### config.mk
export PLATFORM = sky130hd
export DESIGN_NAME = fetch_unit_flat
export DESIGN_NICKNAME = d
export VERILOG_FILES = /design/src/rtl/riscv_pkg.sv /design/src/rtl/fetch_unit_if.sv /design/src/rtl/fetch_unit_instr_fields.sv /design/src/rtl/fetch_unit.sv /design/src/flat_wrapper.sv
export SDC_FILE = /design/constraint.sdc
export NUM_CORES = 1
export LEC_CHECK = 0
export CAP_MARGIN = 15
export CORE_UTILIZATION = 45
export DETAILED_ROUTE_END_ITERATION = 8
export PLACE_DENSITY = 0.78
export SETUP_SLACK_MARGIN = 0.1
export SLEW_MARGIN = 10
export SYNTH_ARGS = -nofsm -noshare
export SYNTH_HDL_FRONTEND = slang
export SYNTH_SLANG_ARGS = --single-unit
export TNS_END_PERCENT = 5
### constraint.sdc
create_clock -name clk -period 4.1 [get_ports clk]
set_input_delay 0.82 -clock clk [delete_from_list [all_inputs] [get_ports clk]]
set_output_delay 0.82 -clock clk [all_outputs]
set_load 0.05 [all_outputs]
### src/rtl/riscv_pkg.sv
// Shared RV32I constants: opcodes, NOP encoding, reset PC and instruction field positions.
package riscv_pkg;

    localparam logic [31:0] RESET_PC_DEF = 32'h0000_0000;
    localparam logic [31:0] NOP_INSTR    = 32'h0000_0013;

    localparam logic [6:0] OP_R_TYPE = 7'b0110011;
    localparam logic [6:0] OP_I_TYPE = 7'b0010011;
    localparam logic [6:0] OP_BRANCH = 7'b1100011;
    localparam logic [6:0] OP_JAL    = 7'b1101111;
    localparam logic [6:0] OP_JALR   = 7'b1100111;
    localparam logic [6:0] OP_LUI    = 7'b0110111;
    localparam logic [6:0] OP_AUIPC  = 7'b0010111;

    localparam int OPCODE_LSB = 0;
    localparam int RD_LSB     = 7;
    localparam int FUNCT3_LSB = 12;
    localparam int RS1_LSB    = 15;
    localparam int RS2_LSB    = 20;
    localparam int FUNCT7_LSB = 25;

endpackage

### src/rtl/fetch_unit_if.sv
// Instruction-memory request/ready handshake between fetch and the memory.
interface fetch_unit_if #(parameter int XLEN = 32);
    logic            req;
    logic [XLEN-1:0] addr;
    logic            ready;
    logic [XLEN-1:0] rdata;

    modport master (output req, addr, input ready, rdata);
    modport slave  (input req, addr, output ready, rdata);
endinterface

### src/rtl/fetch_unit_instr_fields.sv
// Combinational RV32I field slicer; shared with the decode stage.
module instr_fields
    import riscv_pkg::*;
(
    input  logic [31:0] instr,
    output logic [6:0]  opcode,
    output logic [2:0]  funct3,
    output logic [6:0]  funct7,
    output logic [4:0]  rd,
    output logic [4:0]  rs1,
    output logic [4:0]  rs2
);
    assign opcode = instr[OPCODE_LSB +: 7];
    assign rd     = instr[RD_LSB     +: 5];
    assign funct3 = instr[FUNCT3_LSB +: 3];
    assign rs1    = instr[RS1_LSB    +: 5];
    assign rs2    = instr[RS2_LSB    +: 5];
    assign funct7 = instr[FUNCT7_LSB +: 7];
endmodule

### src/rtl/fetch_unit.sv
// RV32I fetch stage: owns the PC, drives the imem handshake, holds the IR and
// handles stall and branch/jump redirects (with squash of an in-flight fetch).
module fetch_unit
    import riscv_pkg::*;
#(
    parameter int              XLEN     = 32,
    parameter logic [XLEN-1:0] RESET_PC = RESET_PC_DEF
) (
    input  logic             clk,
    input  logic             rst_n,
    fetch_unit_if.master     imem,
    input  logic             stall,
    input  logic             redirect_valid,
    input  logic [XLEN-1:0]  redirect_pc,
    output logic             instr_valid,
    output logic [XLEN-1:0]  instr,
    output logic [XLEN-1:0]  instr_pc,
    output logic [6:0]       opcode,
    output logic [2:0]       funct3,
    output logic [6:0]       funct7,
    output logic [4:0]       rd,
    output logic [4:0]       rs1,
    output logic [4:0]       rs2,
    output logic             misaligned
);
    localparam logic [0:0] S_FETCH = 1'b0;
    localparam logic [0:0] S_VALID = 1'b1;

    logic [0:0]      state;
    logic [XLEN-1:0] pc;
    logic [XLEN-1:0] pc_pending;
    logic            squash;
    logic [XLEN-1:0] redir_aligned;

    assign redir_aligned = {redirect_pc[XLEN-1:2], 2'b00};

    // A request in flight cannot be withdrawn, so S_FETCH always requests.
    assign imem.req  = (state == S_FETCH) |
                       ((state == S_VALID) & ~stall & ~redirect_valid);
    assign imem.addr = pc;

    always_ff @(posedge clk or negedge rst_n) begin
        if (!rst_n) begin
            state       <= S_FETCH;
            pc          <= RESET_PC;
            pc_pending  <= RESET_PC;
            squash      <= 1'b0;
            instr       <= XLEN'(NOP_INSTR);
            instr_pc    <= '0;
            instr_valid <= 1'b0;
            misaligned  <= 1'b0;
        end else begin
            misaligned <= redirect_valid & (redirect_pc[1:0] != 2'b00);
            case (state)
                S_FETCH: begin
                    if (imem.ready) begin
                        if (redirect_valid) begin
                            pc     <= redir_aligned;
                            squash <= 1'b0;
                        end else if (squash) begin
                            // Stale response for the pre-redirect address.
                            pc     <= pc_pending;
                            squash <= 1'b0;
                        end else begin
                            instr       <= imem.rdata;
                            instr_pc    <= pc;
                            pc          <= pc + XLEN'(4);
                            instr_valid <= 1'b1;
                            state       <= S_VALID;
                        end
                    end else if (redirect_valid) begin
                        pc_pending <= redir_aligned;
                        squash     <= 1'b1;
                    end
                end
                S_VALID: begin
                    if (redirect_valid) begin
                        instr_valid <= 1'b0;
                        pc          <= redir_aligned;
                        state       <= S_FETCH;
                    end else if (!stall) begin
                        if (imem.ready) begin
                            instr    <= imem.rdata;
                            instr_pc <= pc;
                            pc       <= pc + XLEN'(4);
                        end else begin
                            instr_valid <= 1'b0;
                            state       <= S_FETCH;
                        end
                    end
                end
                default: state <= S_FETCH;
            endcase
        end
    end

    instr_fields u_fields (
        .instr  (instr[31:0]),
        .opcode (opcode),
        .funct3 (funct3),
        .funct7 (funct7),
        .rd     (rd),
        .rs1    (rs1),
        .rs2    (rs2)
    );
endmodule

### src/flat_wrapper.sv
// flat-port wrapper written by rule: the top's interface ports become plain ports
module fetch_unit_flat import riscv_pkg::*;
#(
    parameter int              XLEN     = 32,
    parameter logic [XLEN-1:0] RESET_PC = RESET_PC_DEF
)
  (clk, rst_n, stall, redirect_valid, redirect_pc, instr_valid, instr, instr_pc, opcode, funct3, funct7, rd, rs1, rs2, misaligned, imem_req, imem_addr, imem_ready, imem_rdata);
  fetch_unit_if #(.XLEN(XLEN)) imem_i ();
  input  logic clk;
  input  logic rst_n;
  input  logic stall;
  input  logic redirect_valid;
  input  logic [XLEN-1:0] redirect_pc;
  output logic instr_valid;
  output logic [XLEN-1:0] instr;
  output logic [XLEN-1:0] instr_pc;
  output logic [6:0] opcode;
  output logic [2:0] funct3;
  output logic [6:0] funct7;
  output logic [4:0] rd;
  output logic [4:0] rs1;
  output logic [4:0] rs2;
  output logic misaligned;
  output wire logic [$bits(imem_i.req)-1:0] imem_req;
  output wire logic [$bits(imem_i.addr)-1:0] imem_addr;
  input wire logic [$bits(imem_i.ready)-1:0] imem_ready;
  input wire logic [$bits(imem_i.rdata)-1:0] imem_rdata;
  assign imem_req = imem_i.req;
  assign imem_addr = imem_i.addr;
  assign imem_i.ready = imem_ready;
  assign imem_i.rdata = imem_rdata;
  fetch_unit #(.XLEN(XLEN), .RESET_PC(RESET_PC)) u_core (.clk(clk), .rst_n(rst_n), .imem(imem_i), .stall(stall), .redirect_valid(redirect_valid), .redirect_pc(redirect_pc), .instr_valid(instr_valid), .instr(instr), .instr_pc(instr_pc), .opcode(opcode), .funct3(funct3), .funct7(funct7), .rd(rd), .rs1(rs1), .rs2(rs2), .misaligned(misaligned));
endmodule
==> metrics.log <==
INFO  metric outcome = finished, final reports clean
INFO  metric worst-setup-path-type = input pin to output port
INFO  metric grt_pass1_vias = between 5000 and 6000
INFO  metric rows = 42
INFO  metric worstSkewPairLatency = about 0.4 ns
INFO  metric netlist.top_cell.by_area = dfrtp_1
INFO  metric cts_max_path_bufs = 2
INFO  metric dieArea = about 0.014 mm²
INFO  metric route.detailed.vias_per_inst = between 5 and 6
INFO  metric async_flop_share = 1.000
INFO  metric pins_over_their_slew_limit = 0
INFO  metric all_layer_global_routing_usage = 0.2420
INFO  metric antenna_found_initial = 0
INFO  metric postSynthCellCount = about 560
INFO  metric yosys-top-cells-area = dfrtp_1 (50%), mux2_2 (17%), buf_4 (4.4%)
INFO  metric drive_above_1_share = 0.2030
INFO  metric report.final.hold_viol_count = 0
INFO  metric post-route-worst-setup-slack = 1.126 ns
INFO  metric cts_tree = built
INFO  metric relSlewSlack = 0.5503
INFO  metric worstSetupEndpointType = output port
INFO  metric worst_ep_arrival_time = between 2 and 2.5 ns
INFO  metric grt_pass1_wl = 26580 µm
INFO  metric leakagePower = roughly 3.5 nW
INFO  metric rsz0062_at_grt = no
INFO  metric synth_commonest_cells = dfrtp_1 (123), mux2_2 (91), a21oi_1 (37)
INFO  metric placement.setup.worst_slack = 1.141 ns
INFO  metric synth_unique_cells = 55
INFO  metric setup_violations = 0
INFO  metric yosys-mux-area-fraction = 0.1664
INFO  metric cts.htree.levels = 4
INFO  metric total_i_o_pin_count = 200
INFO  metric fp.dieW = around 120 µm
INFO  metric area.growth.synth_to_final = 40.02%
INFO  metric detailroute.via_count = about 5000
INFO  metric place.gp.congestion = 0.9010
INFO  metric synthAdderAreaFrac = 0.002031
INFO  metric n_fill_cell = a little over 1000
INFO  metric critical_path.startpoint_type = input pin
INFO  metric initialDrtViolationCount = ~320
INFO  metric cts_inserted_buffers = 17
INFO  metric dominant_combinational_cell_family_by_area_after_synthesis = multiplexers
INFO  metric port_buffer_count = 195
INFO  metric synth.yosys.seq_area_share = 0.5125
INFO  metric yosys_warnings = 0
INFO  metric clk_root_buffer_cell = clkbuf_16
INFO  metric drt-pass1-iter-count = 5
INFO  metric hold-worst-slack = 0.3856 ns
INFO  metric cts_hold_buffers = 0
INFO  metric simple_gate_share_of_the_synthesized_area = 0.1174
INFO  metric syn_avg_cell_area = around 11 µm²
INFO  metric grt.overflow.total = 0
INFO  metric cap_viol_max_count = 0
INFO  metric wirelength = 16470 µm
INFO  metric post_synth_xor_area_fraction = 0.01564
INFO  metric layout_worst_path_cycle_share = 0.7253
INFO  metric nNetsFinal = 786
INFO  metric timing_worst_slew_pin_value = ~0.67 ns
INFO  metric start_util = 0.4633
INFO  metric antenna_cells_inserted = 0
INFO  metric wl_per_cell = ~18 µm
INFO  metric post-synth-top-area-fraction = 0.4997
INFO  metric hold_path_class = input pin to async pin
INFO  metric syn_area = ~0.006 mm²
INFO  metric setup-tns-final = 0 ns
INFO  metric synth_compound_area_frac = 0.1148
INFO  metric vdd_ir_drop_max = 0.0004074 V
INFO  metric synth-edff-count = 0
INFO  metric synthMostInstantiatedCell = dfrtp_1
INFO  metric final_design_instance_area_without_fill = between 0.008 and 0.009 mm²
INFO  metric setup_clock_skew_after_layout = ~0.0076 ns
INFO  metric cts_num_sinks = between 100 and 150
INFO  metric number_of_antenna_violating_nets_in_the_routed_design = 0
INFO  metric synth_top_flop_cell = dfrtp_1
INFO  metric postCtsSetupBuffers = 0
INFO  metric detailedPlacementHpwl = approximately 12000 µm
INFO  metric core = ~0.013 mm²
INFO  metric grt_max_degree = between 60 and 70
INFO  metric fmax = between 300 and 400 MHz
INFO  metric placed_cell_areas = 0.008029 mm²
INFO  metric crit_required = approximately 3.3 ns
INFO  metric ys_ff_latch = ~130
INFO  metric clkTransAtPathRegs = roughly 0.05 ns
INFO  metric die_height = about 120 µm
INFO  metric min_period = slightly below 3 ns
INFO  metric route.detailed.drc = 0
INFO  metric worstPathMaxFanout = 51
INFO  metric power_density = approximately 700 mW/mm²
INFO  metric postCtsResizedCells = 0
==> through the flow <==
stage / util / total power [mW] / instances
after floorplan: - / 3.718 / 562
after CTS: 0.6487 / 6.109 / 905
after global routing: 0.6487 / 6.300 / 905
after detailed placement: 0.6039 / 4.602 / 873
final: 0.6487 / 6.061 / 905
after global placement: 0.6039 / 4.552 / 873
==> state kept, by name (all words and copies together), names as in the netlist <==
| name | count |
|---|---|
| u_core.squash | 1 |
| u_core.instr | 32 |
| u_core.pc_pending | 30 |
| u_core.instr_pc | 30 |
| u_core.instr_valid | 1 |
| u_core.state | 1 |
| u_core.imem.addr | 30 |
| u_core.misaligned | 1 |
==> worst paths after layout <==
| kind | from | to | slack (ns) | depth (start not counted) |
|---|---|---|---|---|
| worst max-delay path | redirect_valid | imem_req | 1.13 | 4 |
| worst min-delay path | rst_n | u_core.squash$_DFFE_PN0P_ | 0.39 | 1 |
| worst max register to register | u_core.imem.addr[2]$_DFFE_PN0P_ | u_core.imem.addr[28]$_DFFE_PN0P_ | 1.78 | 6 |
| worst min register to register | u_core.instr_pc[13]$_DFFE_PN0P_ | u_core.instr_pc[13]$_DFFE_PN0P_ | 0.50 | 2 |
| max in group asynchronous | rst_n | u_core.pc_pending[25]$_DFFE_PN0P_ | 2.85 | 2 |
| min in group clk | u_core.instr_pc[13]$_DFFE_PN0P_ | u_core.instr_pc[13]$_DFFE_PN0P_ | 0.50 | 2 |
==> cells in the final DEF (no fill, tap or decap), types with 5 or more instances in the layout <==
| master | count |
|---|---|
| buf_4 | 12 |
| a31oi_1 | 7 |
| xor2_1 | 7 |
| nor3_1 | 10 |
| o21ai_0 | 35 |
| nor2_1 | 32 |
| nand2_1 | 28 |
| a211oi_1 | 5 |
| nor4_1 | 5 |
| dfrtp_1 | 123 |
| a21oi_1 | 36 |
| nand4_1 | 5 |
| nand3_1 | 21 |
| clkdlybuf4s50_1 | 193 |
| inv_1 | 5 |
| and3_1 | 17 |
| mux2_2 | 91 |
| clkbuf_16 | 17 |
==> cell families (layout without fill, tap and decap cells) <==
kind of cell	Yosys count	after routing
AO/OA/AOI/OAI	116	116
AND/OR/NAND/NOR	137	137
XOR/XNOR	11	11
adder cells (fa/ha/maj)	1	1
flip-flops	126	126
buffers and inverters	76	243
other	1	4
multiplexers	91	91
==> critical path, stage by stage <==
cell             delay [ns]
clkdlybuf4s50_1        0.48
buf_4                  0.43
o21ai_0                0.18
buf_4                  0.22
==> layer usage <==
layer,vias up,wire length (µm),global-route usage
met2,273,7958,0.3874
met5,-,0,0.01471
met1,2483,6791,0.3111
li1,2305,-,-
met4,0,335,0.1028
met3,22,1381,0.05939
==> where the power goes <==
group          total [mW]  leakage (nW)  switching [mW]  internal, mW
registers            1.88          1.50           0.305          1.58
clock network        1.49         0.288           0.533         0.954
logic                2.69          1.72            1.74         0.952
==> cell type report <==
class                   count  area, µm²  share of cell area
flip-flops and latches    126       3157              0.3660
repair buffers            206       2033              0.2357
clock inverters            10      111.4             0.01291
inverters                   5      18.77            0.002176
multi-input cells         360       2600              0.3015
well taps                 176      220.2             0.02553
clock buffers              22      484.2             0.05614
Note: power is estimated with default switching activity, not from simulation.
